File: src/rtl/boom_anim_ctrl.sv
// Explosion sprite sequencer: latches the hit cell, steps animation frames
// during vertical blank and addresses the sprite ROM for the current scan pixel.
module boom_anim_ctrl #(
  parameter int unsigned FRAMES   = 4,
  parameter int unsigned HOLD     = 6,
  parameter int unsigned SPRITE_W = 16
) (
  input  logic                         i_clk,
  input  logic                         i_rst,
  input  logic                         i_trigger,
  input  logic [9:0]                   i_boom_x,
  input  logic [9:0]                   i_boom_y,
  input  logic [9:0]                   i_pos_x,
  input  logic [9:0]                   i_pos_y,
  input  logic                         i_frame_start,
  output logic [$clog2(FRAMES)+7:0]    o_rom_addr,
  output logic                         o_pix_valid,
  output logic [$clog2(FRAMES)-1:0]    o_frame_idx,
  output logic                         o_busy,
  output logic                         o_done
);

  localparam int unsigned FB = $clog2(FRAMES);
  localparam int unsigned HW = (HOLD > 1) ? $clog2(HOLD) : 1;

  typedef enum logic [1:0] {
    S_IDLE  = 2'd0,
    S_ARMED = 2'd1,
    S_PLAY  = 2'd2,
    S_DONE  = 2'd3
  } state_e;

  state_e          state_q;
  logic [FB-1:0]   frame_idx_q;
  logic [HW-1:0]   hold_q;
  logic [9:0]      bx_q;
  logic [9:0]      by_q;
  logic            pix_valid_q;

  logic [9:0]      dx;
  logic [9:0]      dy;
  logic            in_region;

  // Wrap subtraction pushes pixels left of / above the cell far out of range
  assign dx        = i_pos_x - bx_q;
  assign dy        = i_pos_y - by_q;
  assign in_region = (dx < 10'(SPRITE_W)) && (dy < 10'(SPRITE_W));

  always_ff @(posedge i_clk) begin
    if (i_rst) begin
      state_q     <= S_IDLE;
      frame_idx_q <= '0;
      hold_q      <= '0;
      bx_q        <= '0;
      by_q        <= '0;
      pix_valid_q <= 1'b0;
    end else begin
      // One cycle behind the address, matching the ROM read latency
      pix_valid_q <= (state_q == S_PLAY) && in_region;
      case (state_q)
        S_IDLE: begin
          if (i_trigger) begin
            bx_q    <= i_boom_x;
            by_q    <= i_boom_y;
            state_q <= S_ARMED;
          end
        end
        S_ARMED: begin
          if (i_frame_start) begin
            frame_idx_q <= '0;
            hold_q      <= '0;
            state_q     <= S_PLAY;
          end
        end
        S_PLAY: begin
          if (i_frame_start) begin
            if (hold_q == HW'(HOLD - 1)) begin
              hold_q <= '0;
              if (frame_idx_q == FB'(FRAMES - 1)) begin
                state_q <= S_DONE;
              end else begin
                frame_idx_q <= frame_idx_q + FB'(1);
              end
            end else begin
              hold_q <= hold_q + HW'(1);
            end
          end
        end
        S_DONE: begin
          frame_idx_q <= '0;
          state_q     <= S_IDLE;
        end
        default: state_q <= S_IDLE;
      endcase
    end
  end

  assign o_rom_addr  = {frame_idx_q, dy[3:0], dx[3:0]};
  assign o_pix_valid = pix_valid_q;
  assign o_frame_idx = frame_idx_q;
  assign o_busy      = (state_q == S_ARMED) || (state_q == S_PLAY);
  assign o_done      = (state_q == S_DONE);

endmodule

File: config.mk
export PLATFORM = sky130hd
export DESIGN_NAME = boom_anim_ctrl
export DESIGN_NICKNAME = d
export VERILOG_FILES = /design/src/rtl/boom_anim_ctrl.sv
export SDC_FILE = /design/constraint.sdc
export NUM_CORES = 1
export LEC_CHECK = 0
export ABC_CLOCK_PERIOD_IN_PS = 3200
export BUFFER_PORTS_ARGS = -buffer_cell sky130_fd_sc_hd__buf_2
export CAP_MARGIN = 20
export CORE_MARGIN = 4
export CORE_UTILIZATION = 53
export DETAILED_ROUTE_END_ITERATION = 12
export GPL_TIMING_DRIVEN = 0
export MAX_ROUTING_LAYER = met4
export PLACE_DENSITY = 0.93
export REMOVE_ABC_BUFFERS = 1
export SYNTH_ARGS = -nofsm -noshare
export SYNTH_HDL_FRONTEND = slang
export SYNTH_SLANG_ARGS = --single-unit
File: constraint.sdc
create_clock -name i_clk -period 3.2 [get_ports i_clk]
set_input_delay 0.16 -clock i_clk [delete_from_list [all_inputs] [get_ports i_clk]]
set_output_delay 0.16 -clock i_clk [all_outputs]
set_load 0.05 [all_outputs]
==> results_dict.tcl, run 1 <==
set metrics [dict create \
    status "finished, final reports clean" \
    syn_inst 276 \
    rsz0062_at_grt "no" \
    fin_crit_ns 2.613 \
    core-area_mm2 0.003744 \
    rows 22 \
    cts_buffers 3 \
    final_common_cell "buf_2" \
    hold_slack_ns 0.1084 \
    arrival_ns 2.78 \
    drive_above_1_share_pct 21.47 \
    layout_common_cells "58 x buf_2, 50 x nand2_1, 37 x a21oi_1" \
    fin_crit_sh_pct 81.66 \
    avgViaCountPerCell 5.406 \
    cap_violations 0 \
    grt_overflow 0 \
    cts_resized 0 \
    crit_path_max_fanout 2 \
    end_kind "flip-flop" \
    drcViolationCount 0 \
    synth.avg_cell_area_um2 7.639 \
    design_area_mm2 0.002442 \
    routed_wl_um 4560 \
    nets 398 \
    avgRoutedWirePerCell_um 12.19 \
    tightest_slew_ns 0.7292 \
    die-area_mm2 0.005051 \
    vdd.ir_drop.worst_mv 0.4151 \
    drt_pass1_iterations 4 \
    hold_class "in -> reg" \
    cp_cell_sequence "ha_1 -> inv_1 -> fa_1 -> a21o_1 -> a21oi_1 -> mux2i_1 -> nand4_1 -> or4_1 -> a2111oi_2" \
    final_hold_viol_count 0 \
    die_x_um 71.07 \
    cpPeakStageDelay_ns 0.50 \
    fin_skew_ns 0.003558 \
    clock_power_share_pct 13.1 \
    clk_pin_slew_ns 0.09 \
    cts_max_level 1 \
    ys_seq_elements 28 \
    tns_ns 0 \
    hold_buffers 0 \
    worst_slew_margin_rel_pct 51.38 \
    grt_pass1_wl_um 7493 \
    antenna_cells 0 \
    power_switching_mw 0.6896 \
    cts_tree "done" \
    grt_max_degree 29 \
    ys.flop_type "dfxtp_1" \
    io_buffers 58 \
    track_usage_pct 18.25 \
    io-pin-count 59 \
    hpwl_um 3661 \
    gp_congestion 0.9276 \
    combPwrFrac_pct 56.8 \
    ys_types 53 \
    dpl.cell_count 371 \
    cts.sinks 28 \
    setup_viol 0 \
    ys_async_sr_fraction_pct 0 \
    synth_edf_count 0 \
    p_per_area_mw_per_mm2 605.9 \
    clock.fmax_mhz 382.7 \
    die_h_um 71.07 \
    yosysWarnings 0 \
    syn2layout_area_growth_pct 15.85 \
    worstSetupPathType "reg -> reg" \
    synthesis.area_mm2 0.002108 \
    p_leak_nw 1.079 \
    slew_viol_final 0 \
    required_ns 3.37 \
    start_kind "flip-flop" \
    postRouteAntennaNets 0 \
    grt_pass1_vias 1802 \
    clockBufferDepth 2 \
    clk_latency_ns 0.28 \
    cts_root_buffer "clkbuf_8" \
    stdcell_count 374 \
    post_cts_buffers 0 \
    yosysSeqAreaShare_pct 26.59 \
    antenna_found_initial 0 \
    p_int_mw 0.7901 \
    routed-via-count 2022 \
    switching_share_pct 46.60 \
    start_util_pct 56.32 \
    place_area_mm2 0.002401 \
    p_seq_share_pct 30.1 \
    first_iter_violations 83 \
    crit_slowest_cell "or4_1" \
]
[cell type report]
cell class / instances / area [µm²]
Multi-Input combinational cell: 209 / 1385
Tap cell: 48 / 60.06
Timing Repair Buffer: 58 / 290.3
Sequential cell: 28 / 560.5
Fill cell: 364 / 1301
Clock buffer: 3 / 41.29
Inverter: 28 / 105.1
[kinds of logic after synthesis]
logic type      synth area share, %
mux                           2.018
fa+ha+maj                     16.14
flops                         26.59
compound gates                22.08
buf+inv                       7.715
simple gates                  22.20
xor+xnor                      3.264
[cell usage after synthesis (all sizes together) (2+ instances only)]
cell	number	area (µm²)
nand3	6	30.03
buf	4	31.27
a31oi	2	12.51
o31ai	2	15.01
a21o	6	46.30
nor2	10	37.54
o2111ai	3	26.28
clkbuf	7	26.28
nand2	50	187.7
a22oi	2	15.01
nor4	2	18.77
or2b	3	23.77
o21ai	10	53.80
ha	24	300.3
mux2i	2	20.02
mux2	2	22.52
dfxtp	28	560.5
a211oi	3	22.52
nand3b	2	15.01
nor2b	4	25.02
xor2	6	60.06
nor3	3	15.01
nand4	4	25.02
and3	2	12.51
o21a	2	15.01
fa	2	40.04
nand2b	5	31.28
inv	28	105.1
a21oi	37	185.2
[layer usage]
| layer | GRT usage, % | part of all wire [%] |
|---|---|---|
| met1 | 23.00 | 45 |
| met2 | 31.00 | 47 |
| met3 | 2.699 | 7.3 |
| met4 | 3.758 | 0.83 |
| met5 | - | 0 |
[registers in the layout, summed over array words and instances (netlist names)]
signal       cells
by_q            10
o_frame_idx      2
bx_q            10
hold_q           3
state_q          2
o_pix_valid      1
[worst paths after layout]
| path | startpoint | to | slack (ns) | cells after the start |
|---|---|---|---|---|
| max | by_q[0] | o_pix_valid | 0.59 | 9 |
| min | i_boom_y[9] | by_q[9] | 0.11 | 3 |
| max reg2reg | by_q[0] | o_pix_valid | 0.59 | 9 |
| min reg2reg | by_q[5] | by_q[5] | 0.46 | 2 |
[worst max-delay path: cells and delay by family, from the launching register on]
| kind | cells | cell delay (ns) |
|---|---|---|
| fa+ha+maj | 2 | 0.58 |
| buf+inv | 1 | 0.06 |
| simple gates | 2 | 0.61 |
| flops | 1 | 0.34 |
| mux | 1 | 0.26 |
| compound gates | 3 | 0.68 |
[per-stage QoR]
step	power, mW	util, %	worst slack (ns)
after floorplan	1.113	-	0.8651
after global placement	1.260	64.14	0.6659
after detailed placement	1.291	64.14	0.6166
after CTS	1.486	65.24	0.5951
after global routing	1.596	65.24	0.3856
final	1.480	65.24	0.5870
[power groups by stage]
| stage | registers (mW) | logic [mW] | clock network, mW |
|---|---|---|---|
| after global routing | 0.454 | 0.931 | 0.211 |
| after detailed placement | 0.454 | 0.837 | 0 |
| final | 0.445 | 0.841 | 0.193 |
| after CTS | 0.446 | 0.842 | 0.198 |
| after global placement | 0.450 | 0.810 | 0 |
| after floorplan | 0.459 | 0.654 | 0 |
No activity file was read; power rests on OpenSTA's default activity.
==> run 2: changes to the inputs <==
- ABC_CLOCK_PERIOD_IN_PS: 3200 -> 2300
- CORE_UTILIZATION: 53 -> 47
- PLACE_DENSITY: 0.93 -> 0.88
- clock period: 3.2 -> 2.3 ns (I/O delays scaled with it)
==> results_dict.tcl, run 2 (same netlist as run 1, synthesis figures left out) <==
set metrics [dict create \
    start_util_pct 48.42 \
    grt_overflow 0 \
    setup_ws_ns -0.1364 \
    hold_class "in -> reg" \
    layout_common_cells "58 x buf_2, 50 x nand2_1, 34 x a21oi_1" \
    rows 24 \
    fin_skew_ns 0.005173 \
    avgRoutedWirePerCell_um 12.98 \
    p_int_mw 1.151 \
    drt_pass1_iterations 4 \
    die-area_mm2 0.005621 \
    postRouteAntennaNets 0 \
    syn2layout_area_growth_pct 22.79 \
    design_area_mm2 0.002589 \
    clk_latency_ns 0.27 \
    setup_viol 1 \
    routed_wl_um 4932 \
    crit_slowest_cell "or4_4" \
    required_ns 2.48 \
    cts_buffers 3 \
    antenna_found_initial 0 \
    rsz0062_at_grt "yes" \
    top_regs "bx_q (10), by_q (10), hold_q (3)" \
    routed-via-count 2024 \
    grt_pass1_vias 1907 \
    end_kind "flip-flop" \
    p_per_area_mw_per_mm2 840.2 \
    track_usage_pct 17.75 \
    p_seq_share_pct 28.7 \
    tightest_slew_ns 0.7117 \
    die_h_um 74.98 \
    power_switching_mw 1.023 \
    gp_congestion 0.8518 \
    r2r-start "by_q[0]" \
    cts_tree "done" \
    grt_max_degree 29 \
    min_from "i_boom_x[0]" \
    cts.sinks 28 \
    fin_crit_sh_pct 105.9 \
    slew_viol_final 0 \
    cpPeakStageDelay_ns 0.54 \
    final_core_util_pct 59.45 \
    worst_slew_margin_rel_pct 52.44 \
    cts_max_level 1 \
    clock_power_share_pct 12.6 \
    drive_above_1_share_pct 27.74 \
    switching_share_pct 47.06 \
    clock.fmax_mhz 410.4 \
    clk_pin_slew_ns 0.10 \
    violations "negative setup slack" \
    cap_violations 0 \
    p_leak_nw 1.095 \
    hold_buffers 0 \
    io_buffers 58 \
    first_iter_violations 98 \
    avgViaCountPerCell 5.326 \
    combPwrFrac_pct 58.7 \
    hpwl_um 3615 \
    clockBufferDepth 2 \
    io-pin-count 59 \
    worstSetupPathType "reg -> reg" \
    cts_root_buffer "clkbuf_8" \
    final_hold_viol_count 0 \
    arrival_ns 2.62 \
    status "finished, violations left" \
    nets 400 \
    grt_pass1_wl_um 7769 \
    place_area_mm2 0.002406 \
    vdd.ir_drop.worst_mv 0.4515 \
    fin_crit_ns 2.436 \
    core-area_mm2 0.004354 \
    antenna_cells 0 \
    start_kind "flip-flop" \
    die_x_um 74.98 \
    cp-startpoint "by_q[0]" \
    crit_path_max_fanout 2 \
    cp_cell_sequence "ha_4 -> inv_2 -> fa_2 -> a21o_1 -> a21oi_2 -> mux2i_1 -> nand4_1 -> or4_4 -> a2111oi_4" \
    final_common_cell "buf_2" \
    drcViolationCount 0 \
]
## run 2: path summary, 6_finish.rpt
| path | to | cells past startpoint | slack, ns |
|---|---|---|---|
| min | bx_q[0] | 3 | 0.06 |
| min reg2reg | bx_q[8] | 2 | 0.46 |
| max | o_pix_valid | 9 | -0.14 |
| max reg2reg | o_pix_valid | 9 | -0.14 |
## run 2: metal layers
layer,GRT usage [%],routed length (µm),vias to the layer above
li1,-,-,1059
met1,22.19,2161,901
met2,29.98,2397,60
met3,2.670,343,4
met4,4.348,30,0
met5,-,0,-
## run 2: cell type report
cell class                      count  area [µm²]
Inverter                           28       105.1
Multi-Input combinational cell    209        1509
Timing Repair Buffer               60       305.3
Fill cell                         405        1765
Tap cell                           52       65.06
Clock buffer                        3       41.29
Sequential cell                    28       563.0
## run 2: worst max-delay path: cells and delay by family (launching register included)
family,cells,cell delay [ns]
and+or+nand+nor,2,0.65
AOI/OAI and AO/OA,3,0.58
adders and majority gates,2,0.47
DFF,1,0.36
muxes,1,0.25
buffers and inverters,1,0.03
## run 2: repair_timing
| item | in CTS | in global routing |
|---|---|---|
| endpoints found under the setup margin | 1 | 1 |
| pin swaps | 9 | 7 |
| endpoints found under the hold margin | 0 | 0 |
| gates resized for setup | 15 | 11 |
| buffers inserted | 2 | 0 |
## run 2: metrics by stage
| step | power, mW | setup slack [ns] | cells | setup TNS, ns | hold WS (ns) |
|---|---|---|---|---|---|
| global placement | 1.755 | -0.2470 | 375 | -0.2470 | 0.3568 |
| floorplan | 1.549 | -0.03491 | 265 | -0.03491 | 0.1841 |
| CTS | 2.120 | -0.1023 | 380 | -0.1023 | 0.05493 |
| finish | 2.175 | -0.1364 | 380 | -0.1364 | 0.06323 |
| detailed placement | 1.796 | -0.2758 | 375 | -0.2758 | 0.3638 |
| global route | 2.341 | -0.2070 | 380 | -0.2070 | 0.06251 |
## run 2: power groups by stage
stage / clock (mW) / sequential, mW / combinational (mW)
final: 0.274 / 0.624 / 1.28
after global routing: 0.293 / 0.635 / 1.41
after CTS: 0.282 / 0.623 / 1.21
after detailed placement: 0 / 0.630 / 1.17
after global placement: 0 / 0.626 / 1.13
after floorplan: 0 / 0.638 / 0.910
==> run 3: changes to the inputs <==
- PLACE_DENSITY: 0.88 -> 0.77
==> results_dict.tcl, run 3 (same netlist as run 1, synthesis figures left out) <==
set metrics [dict create \
    p_leak_nw 1.107 \
    cts_buffers 3 \
    io-pin-count 59 \
    rows 24 \
    hold_buffers 0 \
    grt_max_degree 29 \
    r2r_end "o_pix_valid" \
    hold_class "in -> reg" \
    rr_worst_depth 8 \
    grt_pass1_wl_um 8066 \
    routed-via-count 2033 \
    crit_path_max_fanout 6 \
    track_usage_pct 18.74 \
    die_x_um 74.98 \
    syn2layout_area_growth_pct 21.72 \
    crit_slowest_cell "or4_4" \
    io_buffers 58 \
    p_per_area_mw_per_mm2 855.6 \
    end_kind "flip-flop" \
    required_ns 2.50 \
    die-area_mm2 0.005621 \
    drcViolationCount 0 \
    worstSetupPathType "reg -> reg" \
    final_hold_viol_count 0 \
    tightest_slew_ns 0.7448 \
    arrival_ns 2.66 \
    die_h_um 74.98 \
    r2r-start "bx_q[8]" \
    final_common_cell "buf_2" \
    cts_root_buffer "clkbuf_8" \
    routed_wl_um 5028 \
    gp_congestion 0.8117 \
    start_kind "flip-flop" \
    stdcell_count 383 \
    holdPathEnd "bx_q[7]" \
    fin_crit_sh_pct 107.2 \
    vdd.ir_drop.worst_mv 0.4019 \
    grt_pass1_vias 1965 \
    nets 402 \
    slew_viol_final 0 \
    cts_max_level 1 \
    avgViaCountPerCell 5.308 \
    layout_common_cells "58 x buf_2, 50 x nand2_1, 35 x a21oi_1" \
    clk_pin_slew_ns 0.11 \
    setup_ws_ns -0.1664 \
    violations "negative setup slack" \
    hpwl_um 3632 \
    clock.fmax_mhz 405.5 \
    first_iter_violations 49 \
    setup_viol 1 \
    min_from "i_boom_x[7]" \
    final_core_util_pct 58.94 \
    cap_violations 0 \
    rsz0062_at_grt "yes" \
    avgRoutedWirePerCell_um 13.13 \
    cts_tree "done" \
    cts.sinks 28 \
    antenna_found_initial 0 \
    status "finished, violations left" \
    cp_cell_sequence "inv_1 -> ha_1 -> nor2b_1 -> a22o_1 -> nor4_2 -> nand4_1 -> or4_4 -> a2111oi_4" \
    top_regs "bx_q (10), by_q (10), hold_q (3)" \
    rrSetupSlack_ns -0.17 \
    postRouteAntennaNets 0 \
    worst_slew_margin_rel_pct 50.34 \
    finalPower_mw 2.196 \
    antenna_cells 0 \
    fin_skew_ns 0.01017 \
    grt_overflow 0 \
    cp-startpoint "bx_q[8]" \
    min_path_cells 3 \
    cpPeakStageDelay_ns 0.56 \
    clk_latency_ns 0.29 \
    core-area_mm2 0.004354 \
    drive_above_1_share_pct 26.89 \
    fin_crit_ns 2.466 \
    start_util_pct 48.42 \
    clockBufferDepth 2 \
    drt_pass1_iterations 4 \
    dpl.cell_count 375 \
]
==> run 3: per-layer routing <==
metal  vias to the layer above  share of wire [%]  wire (µm)  global-route usage (%)
li1                       1065                  -          -                       -
met1                       908                 45       2280                   21.42
met2                        49                 47       2377                   32.69
met3                        11                5.3        264                   2.670
met4                         0                2.1        106                   7.510
met5                         -                  0          0                       -
==> run 3: how the worst max path moves through the flow <==
| stage | to | slack [ns] | depth (start not counted) |
|---|---|---|---|
| after floorplan | o_pix_valid | -0.03 | 9 |
| after global placement | o_pix_valid | -0.22 | 9 |
| after detailed placement | o_pix_valid | -0.25 | 9 |
| after CTS | o_pix_valid | -0.11 | 9 |
| after global routing | o_pix_valid | -0.23 | 9 |
| final | o_pix_valid | -0.17 | 8 |
==> run 3: timing repair <==
| item | in CTS | in global routing |
|---|---|---|
| endpoints found under the setup margin | 1 | 1 |
| gates resized for setup | 16 | 3 |
| buffers inserted | 1 | 3 |
| pin swaps | 12 | 8 |
==> run 3: where the power goes <==
| group | internal [mW] | switching (mW) |
|---|---|---|
| sequential | 0.568 | 0.0596 |
| combinational | 0.449 | 0.794 |
| clock | 0.154 | 0.171 |
==> run 3: metrics by stage <==
step                hold WS [ns]  TNS (ns)  setup slack, ns  instance area [µm²]
global placement          0.3567   -0.2240          -0.2240                 2406
CTS                      0.04518   -0.1079          -0.1079                 2531
detailed placement        0.3596   -0.2480          -0.2480                 2406
global route             0.03817   -0.2260          -0.2260                 2566
floorplan                 0.1841  -0.03491         -0.03491                 2051
finish                   0.04856   -0.1664          -0.1664                 2566
==> run 3: critical path: cells and delay by family, from the launching register on <==
family / cells / cell delay [ns]
AND/OR/NAND/NOR: 4 / 1.23
adder cells (fa/ha/maj): 1 / 0.34
AO/OA/AOI/OAI: 2 / 0.43
flip-flops: 1 / 0.34
buffers and inverters: 1 / 0.04
==> run 3: layout make-up <==
class	instances	area [µm²]
Sequential cell	28	563.0
Inverter	28	105.1
Fill cell	424	1788
Timing Repair Buffer	62	320.3
Multi-Input combinational cell	209	1458
Tap cell	52	65.06
Clock buffer	4	55.05
